### src/rtl/if_fetch_stage.sv
// ---------------------------------------------------------------------------
// if_fetch_stage
//
// Instruction-fetch stage of a simple in-order pipeline. Holds the fetch PC
// (pc_f), presents it to a combinational instruction memory, and captures the
// returned word into the IF/ID pipeline register. A two-state FSM (RUN/FAULT)
// traps misaligned or out-of-range fetch addresses; only rst leaves FAULT.
//
// Parameters
//   RESET_PC       PC loaded on reset
//   IMEM_DEPTH     instruction memory depth in 32-bit words
//
// Ports
//   clk            clock, all state updates on the rising edge
//   rst            synchronous active-high reset
//   stall          hold pc_f and IF/ID
//   flush          turn IF/ID into a bubble on this edge
//   redirect_valid taken branch/jump request (overrides stall)
//   redirect_pc    branch/jump target byte address
//   imem_addr      fetch byte address (== pc_f)
//   imem_instr     instruction word returned for imem_addr
//   instr_d        IF/ID instruction
//   pc_d           IF/ID PC of instr_d
//   pcplus4_d      IF/ID pc_d + 4
//   valid_d        IF/ID holds a real instruction
//   fault          sticky fetch fault, high exactly in FAULT
// ---------------------------------------------------------------------------
module if_fetch_stage #(
   parameter logic [31:0] RESET_PC   = 32'h0000_0000,
   parameter int          IMEM_DEPTH = 16
) (
   input  logic        clk,
   input  logic        rst,
   input  logic        stall,
   input  logic        flush,
   input  logic        redirect_valid,
   input  logic [31:0] redirect_pc,
   output logic [31:0] imem_addr,
   input  logic [31:0] imem_instr,
   output logic [31:0] instr_d,
   output logic [31:0] pc_d,
   output logic [31:0] pcplus4_d,
   output logic        valid_d,
   output logic        fault
);

   typedef enum logic {
      RUN   = 1'b0,
      FAULT = 1'b1
   } state_e;

   // One past the last valid byte address; 33 bits so large depths still fit.
   localparam logic [32:0] IMEM_LIMIT = 33'(4 * IMEM_DEPTH);

   state_e      state_q, state_d;
   logic [31:0] pc_f_q, pc_f_d;
   logic [31:0] ifid_instr_q, ifid_instr_d;
   logic [31:0] ifid_pc_q, ifid_pc_d;
   logic [31:0] ifid_pcplus4_q, ifid_pcplus4_d;
   logic        ifid_valid_q, ifid_valid_d;

   logic [31:0] pc_f_plus4;
   logic        pc_f_bad;

   assign pc_f_plus4 = pc_f_q + 32'd4;
   // A misaligned pc_f can only come from a misaligned RESET_PC; trap it too.
   assign pc_f_bad   = ({1'b0, pc_f_q} >= IMEM_LIMIT) || (pc_f_q[1:0] != 2'b00);

   // -------------------------------------------------------------------------
   // Next-state / IF/ID logic
   // -------------------------------------------------------------------------
   always_comb begin
      // NOTE: every output of this block gets a default first so no path
      // leaves a signal unassigned, which would otherwise infer a latch.
      state_d        = state_q;
      pc_f_d         = pc_f_q;
      ifid_instr_d   = ifid_instr_q;
      ifid_pc_d      = ifid_pc_q;
      ifid_pcplus4_d = ifid_pcplus4_q;
      ifid_valid_d   = ifid_valid_q;

      unique case (state_q)
         RUN: begin
            if (redirect_valid) begin
               // Any redirect kills the word fetched from the old path.
               ifid_instr_d   = '0;
               ifid_pc_d      = '0;
               ifid_pcplus4_d = '0;
               ifid_valid_d   = 1'b0;
               if (redirect_pc[1:0] != 2'b00) begin
                  state_d = FAULT;
               end else begin
                  pc_f_d = redirect_pc;
               end
            end else if (pc_f_bad) begin
               // Never latch whatever the memory returns for a bad address.
               state_d        = FAULT;
               ifid_instr_d   = '0;
               ifid_pc_d      = '0;
               ifid_pcplus4_d = '0;
               ifid_valid_d   = 1'b0;
            end else if (stall) begin
               if (flush) begin
                  ifid_instr_d   = '0;
                  ifid_pc_d      = '0;
                  ifid_pcplus4_d = '0;
                  ifid_valid_d   = 1'b0;
               end
            end else begin
               pc_f_d = pc_f_plus4;
               if (flush) begin
                  ifid_instr_d   = '0;
                  ifid_pc_d      = '0;
                  ifid_pcplus4_d = '0;
                  ifid_valid_d   = 1'b0;
               end else begin
                  ifid_instr_d   = imem_instr;
                  ifid_pc_d      = pc_f_q;
                  ifid_pcplus4_d = pc_f_plus4;
                  ifid_valid_d   = 1'b1;
               end
            end
         end

         FAULT: begin
            // Entry into FAULT already wrote a bubble; keep it pinned there.
            ifid_instr_d   = '0;
            ifid_pc_d      = '0;
            ifid_pcplus4_d = '0;
            ifid_valid_d   = 1'b0;
         end

         default: state_d = FAULT;
      endcase
   end

   // -------------------------------------------------------------------------
   // State registers
   // -------------------------------------------------------------------------
   always_ff @(posedge clk) begin
      // NOTE: sequential state uses non-blocking assignments so every register
      // samples pre-edge values regardless of block evaluation order.
      if (rst) begin
         state_q        <= RUN;
         pc_f_q         <= RESET_PC;
         ifid_instr_q   <= '0;
         ifid_pc_q      <= '0;
         ifid_pcplus4_q <= '0;
         ifid_valid_q   <= 1'b0;
      end else begin
         state_q        <= state_d;
         pc_f_q         <= pc_f_d;
         ifid_instr_q   <= ifid_instr_d;
         ifid_pc_q      <= ifid_pc_d;
         ifid_pcplus4_q <= ifid_pcplus4_d;
         ifid_valid_q   <= ifid_valid_d;
      end
   end

   assign imem_addr = pc_f_q;
   assign instr_d   = ifid_instr_q;
   assign pc_d      = ifid_pc_q;
   assign pcplus4_d = ifid_pcplus4_q;
   assign valid_d   = ifid_valid_q;
   assign fault     = (state_q == FAULT);

endmodule

### config.mk
export PLATFORM = sky130hd
export DESIGN_NAME = if_fetch_stage
export DESIGN_NICKNAME = d
export VERILOG_FILES = /design/src/rtl/if_fetch_stage.sv
export SDC_FILE = /design/constraint.sdc
export NUM_CORES = 1
export LEC_CHECK = 0
export CORE_MARGIN = 2
export CORE_UTILIZATION = 43
export CTS_BUF_LIST = sky130_fd_sc_hd__clkbuf_4 sky130_fd_sc_hd__clkbuf_8
export DETAILED_ROUTE_END_ITERATION = 10
export PLACE_DENSITY = 0.82
export SLEW_MARGIN = 20
export SYNTH_ARGS = -nofsm -noshare
export SYNTH_HDL_FRONTEND = slang
export SYNTH_SLANG_ARGS = --single-unit
export TNS_END_PERCENT = 5
### constraint.sdc
create_clock -name clk -period 2 [get_ports clk]
set_input_delay 0.4 -clock clk [delete_from_list [all_inputs] [get_ports clk]]
set_output_delay 0.4 -clock clk [all_outputs]
set_load 0.02 [all_outputs]
==> impl_metrics.py <==
metrics = {
    "outcome": {
        "status": "complete, no violations",
    },
    "pwr": {
        "p_int_mw": 4.02,
        "power_switching_mw": 1.31,
        "switching_share": 0.245,
        "p_clk_frac": 0.417,
        "p_comb_frac": 0.091,
        "power_density_mw_per_mm2": 765,
        "peakVddDrop_mv": 0.442,
        "power_leakage_nw": 2.69,
        "p_seq_frac": 0.493,
    },
    "setup_path": {
        "critPathKind": "reg2out",
        "worst_ep_arrival_time_ns": 1.53,
        "worstPathCellList": "clkdlybuf4s50_1",
        "cp-start-kind": "register",
        "cp_top_family": "buffers and inverters",
        "critical_path_buf_inv_count": 1,
        "crit_path_end_kind": "output port",
        "crit_fanout": 5,
        "slowest_delay_ns": 0.68,
        "crit_slowest_cell": "clkdlybuf4s50_1",
        "worstPathRequired_ns": 1.60,
    },
    "timing": {
        "min_period_ns": 1.93,
        "tightest_slew_ns": 0.483,
        "slew_headroom": 0.677,
        "hold_violations": 0,
        "fin_tns_setup_ns": 0,
        "rsz0062_at_grt": "no",
        "slew_viol_final": 0,
        "fin_crit_sh": 0.964,
        "finalSetupViolCount": 0,
        "finClkSkew_ns": 0.00808,
        "fmax_mhz": 519,
    },
    "global_route": {
        "overflow": 0,
        "grt_pass1_vias": 3719,
        "grt_max_degree": 60,
        "antenna_found_initial": 0,
        "grt_first_pass_wirelength_um": 18600,
        "track_usage": 0.208,
    },
    "detailed_routing": {
        "first_pass_iters": 4,
        "drc": 0,
        "vias_per_cell": 4.84,
        "routed_wl_um": 11600,
        "drt_iter0_markers": 225,
        "route.vias.total": 3729,
        "detail_route.wl_per_cell_um": 15.1,
        "detail-route-antenna-nets": 0,
    },
    "place": {
        "place_congestion": 0.845,
        "dp_hpwl_um": 8470,
        "numPortBuffers": 198,
    },
    "yosys": {
        "avgSynthCellArea_um2": 10.8,
        "synth_cell_types": 48,
        "synthArstFlopShare": 0,
        "ys_ff_latch": 128,
        "synth_nets": 481,
        "synth_top_area_cell": "dfxtp_1",
        "yosys_warnings": 0,
        "netlist_area_mm2": 0.00444,
        "synth_edf_count": 0,
        "yosysMostFrequentCell": "dfxtp_1",
        "syn_inst": 410,
        "synthTopCellsByCount": "128 x dfxtp_1, 54 x nand2_1, 53 x and2_1",
        "ys_seq_area_frac": 0.578,
        "netlist_top_cells_area": "dfxtp_1 58%, a22o_1 8.1%, and2_1 7.5%",
        "synth_top_cell_area_share": 0.578,
        "synth_ff_type": "dfxtp_1",
    },
    "clocking": {
        "cts-root-buf": "clkbuf_8",
        "path_clk_slew_ns": 0.08,
        "clk_latency_ns": 0.42,
        "cts_tree": "done",
        "htree_levels": 4,
        "cts_made_buffers": 17,
        "cts_setup_buffers": 0,
        "clock_path_buffers": 2,
        "cts.sinks": 128,
    },
    "finish": {
        "area_growth_pct": 57.0,
        "diodes": 0,
        "drive_gt1_frac": 0.120,
        "utilization": 0.684,
        "n_fill_cell": 806,
        "finalNetCount": 694,
    },
    "floorplan": {
        "die_h_um": 106,
        "die_x_um": 106,
        "dieArea_mm2": 0.0111,
        "num_rows": 37,
        "core_area_mm2": 0.0102,
        "io_pins": 199,
        "start_util": 0.436,
    },
    "min_path": {
        "min_path_type": "reg2reg",
    },
    "job": {
        "maxCapViolations": 0,
    },
}
area by class of cell:
class                   instances  area (um^2)  share of cell area
flip-flops and latches        128         2560               0.368
repair buffers                224         2220               0.318
multi-input cells             249         1600               0.230
clock buffers                  18          248              0.0356
well taps                     136          170              0.0244
clock inverters                13          155              0.0223
inverters                       3         11.3             0.00162
metrics by stage:
step | power, mW | hold slack, ns | cells | setup WS [ns] | cell area [um^2]
after floorplan | 2.89 | 0.533 | 410 | 0.106 | 4440
after global placement | 3.15 | 0.435 | 740 | -0.105 | 6560
after detailed placement | 3.16 | 0.443 | 740 | -0.170 | 6560
after CTS | 5.40 | 0.465 | 771 | 0.0151 | 6960
after global routing | 5.55 | 0.478 | 771 | 0.00109 | 6960
final | 5.32 | 0.462 | 771 | 0.0723 | 6960
worst paths after layout:
check | from | end | slack, ns | cells past startpoint
max | imem_addr[4] | imem_addr[4] | 0.07 | 1
min | pcplus4_d[26] | pcplus4_d[26] | 0.46 | 1
max reg2reg | imem_addr[8] | imem_addr[5] | 0.12 | 5
min reg2reg | pcplus4_d[26] | pcplus4_d[26] | 0.46 | 1
layout by cell type, fill, tap and decap left out, types with 2 or more instances in the layout:
master,netlist,final
clkdlybuf4s50_1,0,196
dfxtp_1,128,127
nand2_1,54,54
and2_1,53,53
a22o_1,41,41
a21oi_1,26,26
buf_4,2,23
clkbuf_8,0,18
o21ai_0,9,9
nor2_1,7,7
nand3_1,6,6
nor4_2,6,6
and3_1,5,5
inv_6,0,4
a21o_1,3,3
nor3b_1,3,3
nor4_1,3,3
inv_1,3,3
clkinv_4,0,3
clkinvlp_4,0,3
buf_12,5,3
nand4_1,2,2
nor3_1,2,2
mux2_2,2,2
xor2_1,2,2
nor2_2,2,2
ha_1,2,2
bufinv_16,0,2
power groups by stage:
stage	Sequential (mW)	Combinational (mW)	Clock, mW
after floorplan	2.71	0.176	0
after global placement	2.68	0.472	0
after detailed placement	2.68	0.482	0
after CTS	2.62	0.484	2.29
after global routing	2.63	0.518	2.40
final	2.62	0.482	2.22
state kept, by name, summed over array words and instances (netlist names):
| name | flops |
|---|---|
| pcplus4_d | 30 |
| imem_addr | 32 |
| valid_d | 1 |
| instr_d | 32 |
| fault | 1 |
| pc_d | 32 |
cells by family (layout without fill, tap and decap cells):
logic type	after synthesis	after routing	share of synthesized area
AO/OA/AOI/OAI	88	88	0.144
flip-flops	128	128	0.578
AND/OR/NAND/NOR	153	153	0.198
adder cells (fa/ha/maj)	2	2	0.00564
buffers and inverters	33	258	0.0618
XOR/XNOR	3	3	0.00592
multiplexers	3	3	0.00733
routing by layer:
| metal | GRT usage | vias up | routed length, um |
|---|---|---|---|
| met2 | 0.347 | 144 | 5640 |
| li1 | - | 1839 | - |
| met1 | 0.252 | 1734 | 4930 |
| met3 | 0.0730 | 12 | 946 |
| met4 | 0.0648 | 0 | 119 |
| met5 | 0 | - | 0 |
timing repair:
| action | CTS | global route |
|---|---|---|
| hold endpoints to repair | 0 | 0 |
| setup endpoints to repair | 2 | 1 |
| gates resized for setup | 2 | 1 |
| hold buffers | 0 | 0 |
No activity file was read; power rests on OpenSTA's default activity.
